**src/rtl/io_bridge.sv**
```systemverilog
// io_bridge: CPU byte-bus decode to RAM or I/O window (UART FIFOs, cycle counter, halt) with ready stalls.
module io_bridge #(
  parameter int TX_AW  = 4,
  parameter int RX_AW  = 4,
  parameter int RAM_AW = 17
) (
  input  logic              clk_in,
  input  logic              rst_in,
  input  logic [31:0]       cpu_a,
  input  logic [7:0]        cpu_dout,
  input  logic              cpu_wr,
  output logic [7:0]        cpu_din,
  output logic              cpu_rdy,
  output logic [RAM_AW-1:0] ram_a,
  output logic [7:0]        ram_wdata,
  output logic              ram_we,
  input  logic [7:0]        ram_rdata,
  output logic [7:0]        tx_data,
  output logic              tx_valid,
  input  logic              tx_ready,
  input  logic [7:0]        rx_data,
  input  logic              rx_valid,
  output logic              rx_ready,
  output logic              halt
);
  logic              run_q, halt_q, src_q;
  logic [31:0]       cnt_q, snap_q;
  logic [7:0]        rd_q, rd_d, tx_wd;
  logic [7:0]        tx_mem [2**TX_AW];
  logic [7:0]        rx_mem [2**RX_AW];
  logic [TX_AW:0]    txw_q, txr_q;
  logic [RX_AW:0]    rxw_q, rxr_q;
  logic              io, a_tx, a_clk, tx_full, tx_empty, rx_full, rx_empty;
  logic              tx_push, tx_pop, rx_push, rx_pop, rd_acc;
  logic              unused_hi;
  assign unused_hi = ^cpu_a[31:18];
  always_comb begin
    io       = cpu_a[17:16] == 2'b11;
    a_tx     = cpu_a[17:0] == 18'h30000;
    a_clk    = cpu_a[17:0] == 18'h30004;
    tx_empty = txw_q == txr_q;
    tx_full  = (txw_q[TX_AW] != txr_q[TX_AW]) && (txw_q[TX_AW-1:0] == txr_q[TX_AW-1:0]);
    rx_empty = rxw_q == rxr_q;
    rx_full  = (rxw_q[RX_AW] != rxr_q[RX_AW]) && (rxw_q[RX_AW-1:0] == rxr_q[RX_AW-1:0]);
    cpu_rdy  = run_q && !halt_q && !(io && cpu_wr && (a_tx || a_clk) && tx_full);
    ram_a     = cpu_a[RAM_AW-1:0];
    ram_wdata = cpu_dout;
    ram_we    = !io && cpu_wr && cpu_rdy;
    tx_valid = !tx_empty;
    tx_data  = tx_mem[txr_q[TX_AW-1:0]];
    tx_pop   = tx_valid && tx_ready;
    tx_push  = cpu_rdy && io && cpu_wr && ((a_tx && cpu_dout != 8'h00) || a_clk);
    tx_wd    = a_clk ? 8'h00 : cpu_dout;
    rx_ready = run_q && !rx_full;
    rx_push  = rx_valid && rx_ready;
    rd_acc   = cpu_rdy && !cpu_wr;
    rx_pop   = rd_acc && io && a_tx && !rx_empty;
    // 0x30005..7 share the 0x30004 word; the low address bits pick the snapshot byte
    rd_d = a_tx ? (rx_empty ? 8'h00 : rx_mem[rxr_q[RX_AW-1:0]]) :
           a_clk ? cnt_q[7:0] :
           (cpu_a[17:2] == 16'hC001) ? snap_q[{cpu_a[1:0], 3'b000} +: 8] : 8'h00;
    cpu_din = src_q ? rd_q : (run_q ? ram_rdata : 8'h00);
    halt    = halt_q;
  end
  always_ff @(posedge clk_in or negedge rst_in) begin
    if (!rst_in) begin
      run_q  <= 1'b0;
      halt_q <= 1'b0;
      src_q  <= 1'b0;
      cnt_q  <= '0;
      snap_q <= '0;
      rd_q   <= '0;
      txw_q  <= '0;
      txr_q  <= '0;
      rxw_q  <= '0;
      rxr_q  <= '0;
    end else begin
      run_q <= 1'b1;
      cnt_q <= cnt_q + 32'd1;
      if (cpu_rdy && io && cpu_wr && a_clk) halt_q <= 1'b1;
      if (rd_acc) src_q <= io;
      if (rd_acc && io) rd_q <= rd_d;
      if (rd_acc && io && a_clk) snap_q <= cnt_q;
      if (tx_push) txw_q <= txw_q + (TX_AW+1)'(1);
      if (tx_pop) txr_q <= txr_q + (TX_AW+1)'(1);
      if (rx_push) rxw_q <= rxw_q + (RX_AW+1)'(1);
      if (rx_pop) rxr_q <= rxr_q + (RX_AW+1)'(1);
    end
  end
  always_ff @(posedge clk_in) begin
    if (tx_push) tx_mem[txw_q[TX_AW-1:0]] <= tx_wd;
    if (rx_push) rx_mem[rxw_q[RX_AW-1:0]] <= rx_data;
  end
endmodule

```
**config.mk**
```make
export PLATFORM = sky130hd
export DESIGN_NAME = io_bridge
export DESIGN_NICKNAME = d
export VERILOG_FILES = /design/src/rtl/io_bridge.sv
export SDC_FILE = /design/constraint.sdc
export NUM_CORES = 1
export LEC_CHECK = 0
export CAP_MARGIN = 15
export CORE_ASPECT_RATIO = 2
export CORE_MARGIN = 5
export CORE_UTILIZATION = 50
export CTS_CLUSTER_DIAMETER = 100
export DETAILED_ROUTE_END_ITERATION = 8
export GPL_TIMING_DRIVEN = 1
export PLACE_DENSITY = 0.7
export SLEW_MARGIN = 20
export SYNTH_ARGS = -nofsm -noshare
export SYNTH_HDL_FRONTEND = slang
export SYNTH_SLANG_ARGS = --single-unit
```
**constraint.sdc**
```tcl
create_clock -name clk_in -period 2.75 [get_ports clk_in]
set_clock_uncertainty 0.05 [all_clocks]
set_input_delay 0.55 -clock clk_in [delete_from_list [all_inputs] [get_ports clk_in]]
set_output_delay 0.55 -clock clk_in [all_outputs]
set_load 0.1 [all_outputs]
```
* Word-level counts from Yosys, hierarchy flattened
Memory sizes are Yosys's and may differ from the RTL's.
Cells that the tools add are included.
** Operators by class
- Add/subtract/negate cells :: 5
- $mul :: 0
- Divide/modulo/power cells :: 0
- Magnitude comparators :: 0
- Equal/unequal tests :: 10
- Shifts and indexed selects :: 1
- Mux-type cells :: 11
- Bitwise operators :: 0
- Reduce and logical (&&, ||, !) cells :: 32
** Operators with widths (count)
- $mux 8 :: 7
- $eq 18x18->1 const B :: 2
- $add 32x1->32 const B :: 1
- $shiftx 32x6->8 :: 1
- $logic_and 1x1->1 :: 22
- $add 5x1->5 const B :: 4
- $eq 16x16->1 const B :: 1
- $eq 5x5->1 :: 2
- $eq 4x4->1 :: 2
- $reduce_bool 8->1 :: 1
- $logic_not 1->1 :: 7
- $mux 1 :: 4
- $eq 2x2->1 const B :: 1
- $logic_or 1x1->1 :: 2
- $ne 1x1->1 :: 2
** Word-level totals
- Flip-flop bits (word level) :: 95
- Bits in latches :: 0
- Bits in writable memories :: 256
- Bits in read-only memories :: 0
- Output and inout bits :: 46
- Memories kept :: 2
** Memory list
- rx_mem :: words 16, bits a word 8, rd ports 1, clocked after memory_dff 0, wr ports 1, RTL line 30 : logic [7:0] rx_mem [2**RX_AW];
- tx_mem :: words 16, bits a word 8, rd ports 1, clocked after memory_dff 0, wr ports 1, RTL line 29 : logic [7:0] tx_mem [2**TX_AW];

* Longest topological paths before layout
- Depth after elaboration :: 11
- Depth in mapped cells :: 7
- Depth with buffers taken out :: 6

* Least setup slack after synthesis
No wires, ideal clock.
- Path kind :: register to output
- Start point :: reg rxw_q[3]
- End point :: out rx_ready
- Data arrival time :: 3031 ps
- Data required time :: 2150 ps
- Setup slack :: -881 ps
- Cell stages (with the launch flop) :: 5
- Buffers on the path :: 1
- Cell sequence :: dfrtp_1 > clkbuf_1 > xor2_1 > nor4_1 > a21boi_0
** On the way
- Longest elaborated chain between the ends :: 4
** Ends and longest elaborated chain
- start: declaration :: RTL line 32 : logic [RX_AW:0] rxw_q, rxr_q;
- start signal: assignment :: RTL line 86 : if (rx_push) rxw_q <= rxw_q + (RX_AW+1)'(1);
- $eq 4x4->1 :: RTL line 44 : rx_full = (rxw_q[RX_AW] != rxr_q[RX_AW]) && (rxw_q[RX_AW-1:0] == rxr_q[RX_AW-1:0]);
- $logic_and 1x1->1 :: RTL line 44
- $logic_not 1->1 :: RTL line 54 : rx_ready = run_q && !rx_full;
- $logic_and 1x1->1 :: RTL line 54
- end: declaration :: RTL line 23 : output logic rx_ready,
Every way passes these cells.

* Worst setup path after layout
- Start point :: reg txr_q[0]
- End point :: out tx_data[5]
** On the way
- Longest elaborated chain between the ends :: 1
** Ends and longest elaborated chain
- start: declaration :: RTL line 31 : logic [TX_AW:0] txw_q, txr_q;
- start signal: assignment :: RTL line 85 : if (tx_pop) txr_q <= txr_q + (TX_AW+1)'(1);
- $mem_v2 16x8
- end: declaration :: RTL line 18 : output logic [7:0] tx_data,
Every way passes these cells.

==> run_results.csv <==
group,metric,value,unit
floorplanning,initial_core_util,0.503,
clocking,cts_tree,"built",
pwr,peakVddDrop,0.703,mV
worst_setup_path,crit_type,"reg2out",
worst_setup_path,worstPathMaxFanout,5,
outcome,violations,"negative setup slack",
clocking,clockBufferDepth,3,
worst_setup_path,crit_start,"txr_q[0]$_DFFE_PN0P_",
pwr,powerDensity,787,nW/um2
cells_and_area,multi_input_area,4090,um2
worst_setup_path,worstReg2RegStart,"txr_q[0]$_DFFE_PN0P_",
global_routing,first_global_vias,7887,
global_routing,grt_pass1_wl,45.1,mm
synthesis,synth-seq-area-share,0.685,
synthesis,synth_area_per_cell,18.1,um2
cells_and_area,drive_gt1_frac,0.325,
floorplanning,die_width,130,um
pwr,p_leak,6.67,nW
sta,maxSlewViolCount,0,
floorplanning,fp.dieH,250,um
cells_and_area,diodes,0,
detailed_routing,avgViaCountPerCell,5.65,
floorplanning,rows,88,
global_routing,grt-ovfl-total,0,
detailed_routing,wl_per_cell,21.7,um
sta,fin_crit,3.11,ns
synthesis,synth_area,14400,um2
clocking,cts-buffers-inserted,28,
worst_setup_path,cp.arrival,2.51,ns
synthesis,netlist_instances,797,
sta,hold_violations,0,
placement,dp_worst_setup_slack,-0.168,ns
clocking,clk_latency,0.56,ns
clocking,cts_num_sinks,343,
worst_setup_path,crit_path_start_kind,"flip-flop",
global_routing,grtUsageTotal,0.180,
clocking,root_buffer,"clkbuf_16",
job,maxCapViolCount,0,
sta,timing.final.crit_share,1.13,
placement,io_buffers,92,
detailed_routing,drc,0,
detailed_routing,antenna_left,0,
detailed_routing,drt-total-wl,29.0,mm
floorplanning,dieArea,32500,um2
sta,grt_setup_unrepaired,"true",
cells_and_area,fillers,2013,
synthesis,synth_flop_cell,"edfxtp_1",
placement,place_congestion,0.847,
floorplanning,boundaryPins,107,
pwr,pwr-share-seq,0.420,
pwr,p_total,0.0140,W
cells_and_area,area_delta_synth_final,23.9,%
pwr,internal_power,0.00983,W
synthesis,ys_ff_latch,343,
cells_and_area,final_cell_mix,"256 x edfxtp_1, 85 x dfrtp_1, 80 x mux4_2",
synthesis,synthArstFlopShare,0.254,
sta,fmaxAchievable,321,MHz
pwr,p_sw_frac,0.300,
global_routing,grt_max_degree,72,
synthesis,synth-edff-count,256,
pwr,p_switching,0.00422,W
worst_setup_path,cp.required,2.15,ns
outcome,status,"finished with violations",
clocking,clk_pin_slew,0.07,ns
sta,setup_violations,9,
clocking,postCtsHoldBufs,0,
sta,relSlewSlack,0.420,
pwr,pwr-share-clk,0.300,
placement,hpwl,19.6,mm
synthesis,ys_types,50,
detailed_routing,drt_first_pass_iters,5,
worst_setup_path,endpoint_kind,"output port",
pwr,p_comb_frac,0.280,
cells_and_area,final_common_cell,"edfxtp_1",
sta,fin_ws,-0.361,ns
sta,tightest_slew,0.870,ns
worst_hold_path,hp-class,"in2async",
detailed_routing,initialDrtViolationCount,402,
clocking,ctsHtreeMaxLevel,1,
floorplanning,core-area,28600,um2
cells_and_area,final_util,0.623,
cells_and_area,regArea,9870,um2
synthesis,yosys_warnings,0,
detailed_routing,num_vias,7544,
global_routing,antenna_found_initial,0,
cells_and_area,layout.nets,1025,
synthesis,syn_nets,869,
synth_stat cells (3+ instances only):
cell | count | share of area
inv_1 | 12 | 0.0031
nor2_1 | 24 | 0.0063
nor2b_1 | 5 | 0.0022
a22o_1 | 15 | 0.0091
and2_1 | 5 | 0.0022
a221oi_1 | 8 | 0.0049
edfxtp_1 | 256 | 0.53
clkbuf_1 | 19 | 0.0050
buf_12 | 3 | 0.0042
ha_1 | 11 | 0.0096
and4_1 | 5 | 0.0030
buf_4 | 25 | 0.013
dfrtp_1 | 87 | 0.15
and3_1 | 17 | 0.0074
xnor2_1 | 35 | 0.021
mux2_2 | 4 | 0.0031
a22oi_1 | 8 | 0.0042
nand2_1 | 29 | 0.0076
o21ai_0 | 11 | 0.0038
mux4_2 | 80 | 0.13
nor4_1 | 9 | 0.0039
mux2_4 | 23 | 0.024
and2_2 | 9 | 0.0047
nand3_1 | 15 | 0.0052
nand4_1 | 10 | 0.0043
nand2b_1 | 3 | 0.0013
buf_2 | 8 | 0.0028
nor3_1 | 12 | 0.0042
xor2_1 | 22 | 0.013
buf_1 | 4 | 0.0010
metrics by stage:
step	hold slack, ns	std cells	TNS (ns)	area [um2]
global route	0.132	1335	-3.56	17800
finish	0.0428	1335	-2.90	17800
global placement	0.409	1276	-12.67	16700
detailed placement	0.417	1276	-11.50	16700
CTS	0.0687	1332	-2.93	17800
floorplan	0.204	797	-0.140	14400
power groups by stage:
stage	clock [W]	combinational, W	sequential [W]
finish	0.00422	0.00393	0.00589
global route	0.00453	0.00409	0.00591
CTS	0.00432	0.00387	0.00589
detailed placement	0	0.00367	0.00599
global placement	0	0.00363	0.00598
floorplan	0	0.00249	0.00591
cells by family after synthesis:
family	after synthesis	share of synthesized area
adders and majority gates	11	0.00956
and+or+nand+nor	155	0.0607
AOI/OAI and AO/OA	49	0.0256
xor gates and xnor gates	57	0.0347
other	1	0.000261
buffers and inverters	74	0.0316
DFF	343	0.685
muxes	107	0.152
layer usage:
layer | part of all wire | vias up | track usage
met1 | 0.42 | 3851 | 0.255
met2 | 0.49 | 235 | 0.292
met5 | 0 | - | 0
met4 | 0.026 | 0 | 0.0568
met3 | 0.059 | 52 | 0.0244
li1 | - | 3406 | -
flip-flops by register name, summed over array words and instances, names as in the netlist:
signal and cells:
rd_q 8, rxw_q 5, halt 1, rx_mem 128, cnt_q 32, snap_q 24, rxr_q 5, txw_q 5
txr_q 5, tx_mem 128, src_q 1, run_q 1
final cells by class:
type	count	area share
well taps	360	0.0253
multi-input cells	380	0.229
flip-flops and latches	343	0.553
clock inverters	21	0.0155
repair buffers	188	0.134
inverters	12	0.00253
clock buffers	31	0.0399
what timing repair did:
action | CTS | global route
gates resized for setup | 5 | 2
setup endpoints to repair | 11 | 10
buffers inserted | 2 | 2
pin swaps | 1 | 0
cloned | 2 | 1
worst max-delay path, cell delays in order (launching register included):
cell and delay, ns:
dfrtp_2 0.44, buf_12 0.14, buf_16 0.12, mux4_2 0.53, mux4_2 0.52, buf_12 0.19
final timing paths:
path | cells past startpoint | to | slack (ns)
min in group clk_in | 1 | cnt_q[31]$_DFF_PN0_ | 0.43
setup / recovery | 5 | tx_data[5] | -0.36
setup reg to reg | 10 | tx_mem[1][1]$_DFFE_PP_ | 0.30
hold reg to reg | 1 | cnt_q[31]$_DFF_PN0_ | 0.43
max in group asynchronous | 2 | cnt_q[14]$_DFF_PN0_ | 1.85
hold / removal | 1 | txw_q[0]$_DFFE_PN0P_ | 0.04
No activity file was read; power rests on OpenSTA's default activity.
